$ cat config.mk
export PLATFORM = sky130hd
export DESIGN_NAME = game_ctrl_flat
export DESIGN_NICKNAME = d
export VERILOG_FILES = /design/src/rtl/game_ctrl_if.sv /design/src/rtl/game_ctrl.sv /design/src/flat_wrapper.sv
export SDC_FILE = /design/constraint.sdc
export NUM_CORES = 1
export LEC_CHECK = 0
export CORE_MARGIN = 2
export CORE_UTILIZATION = 49
export DETAILED_ROUTE_END_ITERATION = 12
export PLACE_DENSITY_LB_ADDON = 0.15
export REMOVE_ABC_BUFFERS = 1
export SLEW_MARGIN = 20
export SYNTH_ARGS = -nofsm -noshare
export SYNTH_HDL_FRONTEND = slang
export SYNTH_SLANG_ARGS = --single-unit
$ cat constraint.sdc
create_clock -name clk -period 1.9 [get_ports clk]
set_input_delay 0.285 -clock clk [delete_from_list [all_inputs] [get_ports clk]]
set_output_delay 0.285 -clock clk [all_outputs]
set_load 0.05 [all_outputs]
$ cat src/rtl/game_ctrl_if.sv
// Signal bundle between the game controller and the pong datapath/top level.
// The controller attaches through the slave modport.
interface game_ctrl_if;
  logic       refr_tick;
  logic       btn_start;
  logic       hit;
  logic       miss;
  logic       graph_still;
  logic       ball_reset;
  logic [3:0] score_tens;
  logic [3:0] score_ones;
  logic [1:0] lives;
  logic       game_over;
  logic [1:0] state;

  modport master (
    output refr_tick, btn_start, hit, miss,
    input  graph_still, ball_reset, score_tens, score_ones, lives, game_over, state
  );

  modport slave (
    input  refr_tick, btn_start, hit, miss,
    output graph_still, ball_reset, score_tens, score_ones, lives, game_over, state
  );
endinterface

$ cat src/rtl/game_ctrl.sv
// Pong game controller: start/play/new-ball/game-over sequencing, BCD score,
// remaining lives and frame-based hold timer. All outputs come straight from flops.
module game_ctrl #(
  parameter int unsigned LIVES       = 3,
  parameter int unsigned WAIT_FRAMES = 120
) (
  input  logic        clk,
  input  logic        reset,
  game_ctrl_if.slave  bus
);

  typedef enum logic [1:0] {
    NEWGAME = 2'd0,
    PLAY    = 2'd1,
    NEWBALL = 2'd2,
    OVER    = 2'd3
  } state_t;

  localparam logic [1:0] LIVES_INIT = 2'(LIVES);
  localparam logic [7:0] WAIT_INIT  = 8'(WAIT_FRAMES);

  state_t     state_q, state_d;
  logic [3:0] score_tens_q, score_tens_d;
  logic [3:0] score_ones_q, score_ones_d;
  logic [1:0] lives_q, lives_d;
  logic [7:0] timer_q, timer_d;
  logic       btn_prev_q, btn_prev_d;
  logic       ball_reset_q, ball_reset_d;
  logic       graph_still_q, graph_still_d;
  logic       game_over_q, game_over_d;
  logic       start_edge;

  always_comb begin
    start_edge   = bus.btn_start & ~btn_prev_q;
    btn_prev_d   = bus.btn_start;
    state_d      = state_q;
    score_tens_d = score_tens_q;
    score_ones_d = score_ones_q;
    lives_d      = lives_q;
    timer_d      = timer_q;
    ball_reset_d = 1'b0;

    unique case (state_q)
      NEWGAME: begin
        if (start_edge) begin
          state_d      = PLAY;
          ball_reset_d = 1'b1;
          score_tens_d = '0;
          score_ones_d = '0;
          lives_d      = LIVES_INIT;
        end
      end
      PLAY: begin
        // A miss in the same cycle as a hit wins; the hit is dropped.
        if (bus.miss) begin
          lives_d = (lives_q != 2'd0) ? lives_q - 2'd1 : 2'd0;
          timer_d = WAIT_INIT;
          state_d = (lives_q <= 2'd1) ? OVER : NEWBALL;
        end else if (bus.hit) begin
          if (score_ones_q == 4'd9) begin
            score_ones_d = '0;
            score_tens_d = (score_tens_q == 4'd9) ? 4'd0 : score_tens_q + 4'd1;
          end else begin
            score_ones_d = score_ones_q + 4'd1;
          end
        end
      end
      NEWBALL, OVER: begin
        if (bus.refr_tick) begin
          if (timer_q <= 8'd1) begin
            timer_d = '0;
            if (state_q == NEWBALL) begin
              state_d      = PLAY;
              ball_reset_d = 1'b1;
            end else begin
              state_d = NEWGAME;
            end
          end else begin
            timer_d = timer_q - 8'd1;
          end
        end
      end
      default: state_d = NEWGAME;
    endcase

    // Decode the flag outputs from the next state so they register alongside it.
    graph_still_d = (state_d != PLAY);
    game_over_d   = (state_d == OVER);
  end

  always_ff @(posedge clk or negedge reset) begin
    if (!reset) begin
      state_q       <= NEWGAME;
      score_tens_q  <= '0;
      score_ones_q  <= '0;
      lives_q       <= LIVES_INIT;
      timer_q       <= '0;
      btn_prev_q    <= 1'b1;
      ball_reset_q  <= 1'b0;
      graph_still_q <= 1'b1;
      game_over_q   <= 1'b0;
    end else begin
      state_q       <= state_d;
      score_tens_q  <= score_tens_d;
      score_ones_q  <= score_ones_d;
      lives_q       <= lives_d;
      timer_q       <= timer_d;
      btn_prev_q    <= btn_prev_d;
      ball_reset_q  <= ball_reset_d;
      graph_still_q <= graph_still_d;
      game_over_q   <= game_over_d;
    end
  end

  assign bus.graph_still = graph_still_q;
  assign bus.ball_reset  = ball_reset_q;
  assign bus.score_tens  = score_tens_q;
  assign bus.score_ones  = score_ones_q;
  assign bus.lives       = lives_q;
  assign bus.game_over   = game_over_q;
  assign bus.state       = state_q;

endmodule

$ cat src/flat_wrapper.sv
// flat-port wrapper written by rule: the top's interface ports become plain ports
module game_ctrl_flat 
#(
  parameter int unsigned LIVES       = 3,
  parameter int unsigned WAIT_FRAMES = 120
)
  (clk, reset, bus_refr_tick, bus_btn_start, bus_hit, bus_miss, bus_graph_still, bus_ball_reset, bus_score_tens, bus_score_ones, bus_lives, bus_game_over, bus_state);
  game_ctrl_if bus_i ();
  input  logic clk;
  input  logic reset;
  input wire logic [$bits(bus_i.refr_tick)-1:0] bus_refr_tick;
  input wire logic [$bits(bus_i.btn_start)-1:0] bus_btn_start;
  input wire logic [$bits(bus_i.hit)-1:0] bus_hit;
  input wire logic [$bits(bus_i.miss)-1:0] bus_miss;
  output wire logic [$bits(bus_i.graph_still)-1:0] bus_graph_still;
  output wire logic [$bits(bus_i.ball_reset)-1:0] bus_ball_reset;
  output wire logic [$bits(bus_i.score_tens)-1:0] bus_score_tens;
  output wire logic [$bits(bus_i.score_ones)-1:0] bus_score_ones;
  output wire logic [$bits(bus_i.lives)-1:0] bus_lives;
  output wire logic [$bits(bus_i.game_over)-1:0] bus_game_over;
  output wire logic [$bits(bus_i.state)-1:0] bus_state;
  assign bus_i.refr_tick = bus_refr_tick;
  assign bus_i.btn_start = bus_btn_start;
  assign bus_i.hit = bus_hit;
  assign bus_i.miss = bus_miss;
  assign bus_graph_still = bus_i.graph_still;
  assign bus_ball_reset = bus_i.ball_reset;
  assign bus_score_tens = bus_i.score_tens;
  assign bus_score_ones = bus_i.score_ones;
  assign bus_lives = bus_i.lives;
  assign bus_game_over = bus_i.game_over;
  assign bus_state = bus_i.state;
  game_ctrl #(.LIVES(LIVES), .WAIT_FRAMES(WAIT_FRAMES)) u_core (.clk(clk), .reset(reset), .bus(bus_i));
endmodule
==> metrics.txt <==
htree depth=1; Static Leak=0.746 nW; vias in the first global route=1,027; Final Net Count=168; Avg Cell Area, Syn=10.0 sq um; area taken by multi-input logic gates=between 600 and 700 sq um; num rows=18; first-pass GRT wire length=4270 microns; Switching Share=between 40% and 50%; Buf+Inv Stages, Crit Path=1; PortBufs=20; drt pass-1 iters=5; EDFF count, synth=0; Yosys cell types=41; CTS tree=yes; Slew HR=66.3%; fin crit share=~97%; final hold vios=0; routability congestion estimate=0.902; gr ovfl total=0; slowest stage cell, crit path=clkdlybuf4s50_1; Iteration-0 DRC Markers=11; PwrDens=~1400 mW/mm^2; synthesized instance count=126; clock skew=0.00259 ns; Via-to-Cell Ratio=5.66; Pint=about 1.2 mW; Max Clock Freq=around 540 MHz; clock share of power=10.2%; CTS root buf=clkbuf_4; share of layout cells above drive strength 1=14.8%; Top delay family on crit path=buffers and inverters; commonest non-fill, non-tap cell in the layout=dfrtp_1; Psw=between 1 and 1.5 mW; critical path launch point type=flip-flop; worst-path cell chain=clkdlybuf4s50_1; core area=0.00245 sq mm; GRT Overall Usage=19.8%; register area share after synthesis=48.1%; Ant. Diodes=0; PnR worst setup slack=0.0584 ns; fillers=208; post-route ant nets=0; ys async rst share=100%; drt wl/cell=roughly 14 microns; maximum vdd drop=1.31 mV; Inserted Clock Buffers=3; Flop pwr share=around two fifths; outcome=finished, final reports clean; complex-gate fraction of the synthesized area=between 10% and 20%; max incr delay on CP=0.82 ns; clock slew at reported path FFs=0.13 ns; final setup vio count=0; setup tns final=0 ns; Post-Syn Area=0.00126 sq mm; storage element area=606 sq um; Layout Utilization=approximately 64%; antenna violations before repair=0; Min-Delay Path Class=primary input to async pin; DRC Markers=0; #FFs+latches synth=24; Total Power=2.26 mW; largest family of logic cells by synthesized area=simple AND/OR/NAND/NOR gates; Die Width=between 50 and 60 microns; max cap viols=0; Combinational Power Share=slightly below 50%; Ports=21; Simple-Gate Fraction of Synth Area=roughly 23%; routed vias=1,048; hold_buf cts=0; Slew Viols, Final=0; crit path time final=1.84 ns; die area=0.00299 sq mm; Ys Warns=0; Synth Flop Type=dfrtp_1; largest net degree at the start of global routing=25; TritonCTS Sinks=24; starting density of the core=51.3%; post-placement worst setup slack=0.0467 ns; worst slew pin tran=0.504 ns; clock buffer depth=2; Worst EP required=approximately 1.6 ns; Adder-Cell Fraction of Synth Area=5.96%; RSZ-0062 raised after global routing=no; Worst Setup End Kind=output pin; Routed Wire Length=2590 microns; mux cell area share after synthesis=less than 1%; post-synthesis xor/xnor area fraction=0%; post-DP HPWL=1920 microns; DIE HEIGHT=54.7 microns; CP Class=flip-flop to output pin; area growth from synthesis to layout=23.7%; Worst EP arrival=1.56 ns; leading cell types in the layout, fill and taps excluded=20 x dfrtp_1, 14 x nand2_1, 11 x buf_4; Critical Path Fanout Max=4; clk_lat worst skew=0.31 ns
through the flow:
step	cells	hold WS, ns	instance area [sq um]
global route	185	0.347	1560
CTS	185	0.323	1550
global placement	181	0.482	1530
finish	185	0.318	1560
detailed placement	181	0.476	1530
floorplan	125	-0.0106	1250
power groups by stage:
stage               sequential, mW  clock (mW)  combinational [mW]
CTS                          0.918       0.237                1.12
detailed placement           0.929           0                1.13
global route                 0.949       0.255                1.21
floorplan                     1.24           0               0.442
global placement             0.916           0                1.11
finish                       0.916       0.229                1.11
metal layers:
metal | wire [microns] | up-vias | share of wire (%) | track usage (%)
li1 | - | 518 | - | -
met1 | 1140 | 502 | 44 | 23.5
met2 | 1350 | 26 | 52 | 35.3
met3 | 99 | 2 | 3.8 | 2.46
met4 | 10 | 0 | 0.39 | 8.33
met5 | 0 | - | 0 | 0
cell usage after synthesis (2+ instances only):
cell,count,area [sq um]
dfrtp_1,20,500
nand2_1,14,52.6
o21ai_1,10,50.1
inv_1,7,26.3
nand3_1,7,35.0
ha_1,6,75.1
o21ai_0,5,25.0
a21oi_1,4,20.0
dfstp_2,4,105
nand2b_1,4,25.0
nor2_1,4,15.0
o31ai_1,4,30.0
and3_1,3,18.8
a31oi_1,2,12.5
nor3_1,2,10.0
nor3b_1,2,15.0
o211ai_1,2,15.0
o22ai_1,2,12.5
or2_1,2,12.5
sequential cells by signal (all words and copies together), names as in the netlist:
name,count
u_core.bus.score_tens,4
u_core.bus.game_over,1
u_core.bus.graph_still,1
u_core.bus.state,2
u_core.bus.score_ones,4
u_core.bus.ball_reset,1
u_core.timer_q,8
u_core.btn_prev_q,1
u_core.bus.lives,2
worst paths after layout:
kind | from | endpoint | slack (ns) | cells past startpoint
worst max-delay path | u_core.bus.score_ones[3] | bus_score_ones[3] | 0.06 | 1
worst min-delay path | reset | u_core.bus.score_tens[0] | 0.32 | 2
worst max register to register | u_core.timer_q[0] | u_core.bus.graph_still | 0.21 | 6
worst min register to register | u_core.timer_q[7] | u_core.timer_q[7] | 0.50 | 1
max in group asynchronous | reset | u_core.bus.graph_still | 1.29 | 2
min in group clk | bus_btn_start | u_core.btn_prev_q | 0.43 | 1
timing repair:
item,4_1_cts,5_1_grt
setup endpoints to repair,2,4
gates resized for setup,2,4
endpoints found under the hold margin,0,0
buffers inserted,0,0
final cells by class:
type	count	area share, %
Multi-Input combinational cell	94	40.0
Sequential cell	24	38.8
Timing Repair Buffer	26	15.4
Tap cell	30	2.41
Clock buffer	4	1.69
Inverter	7	1.69
cell families after synthesis:
family	after synthesis
AO/OA/AOI/OAI	38
adder cells (fa/ha/maj)	6
buffers and inverters	8
flip-flops	24
multiplexers	1
AND/OR/NAND/NOR	49
Power figures use the tool's default switching activity.
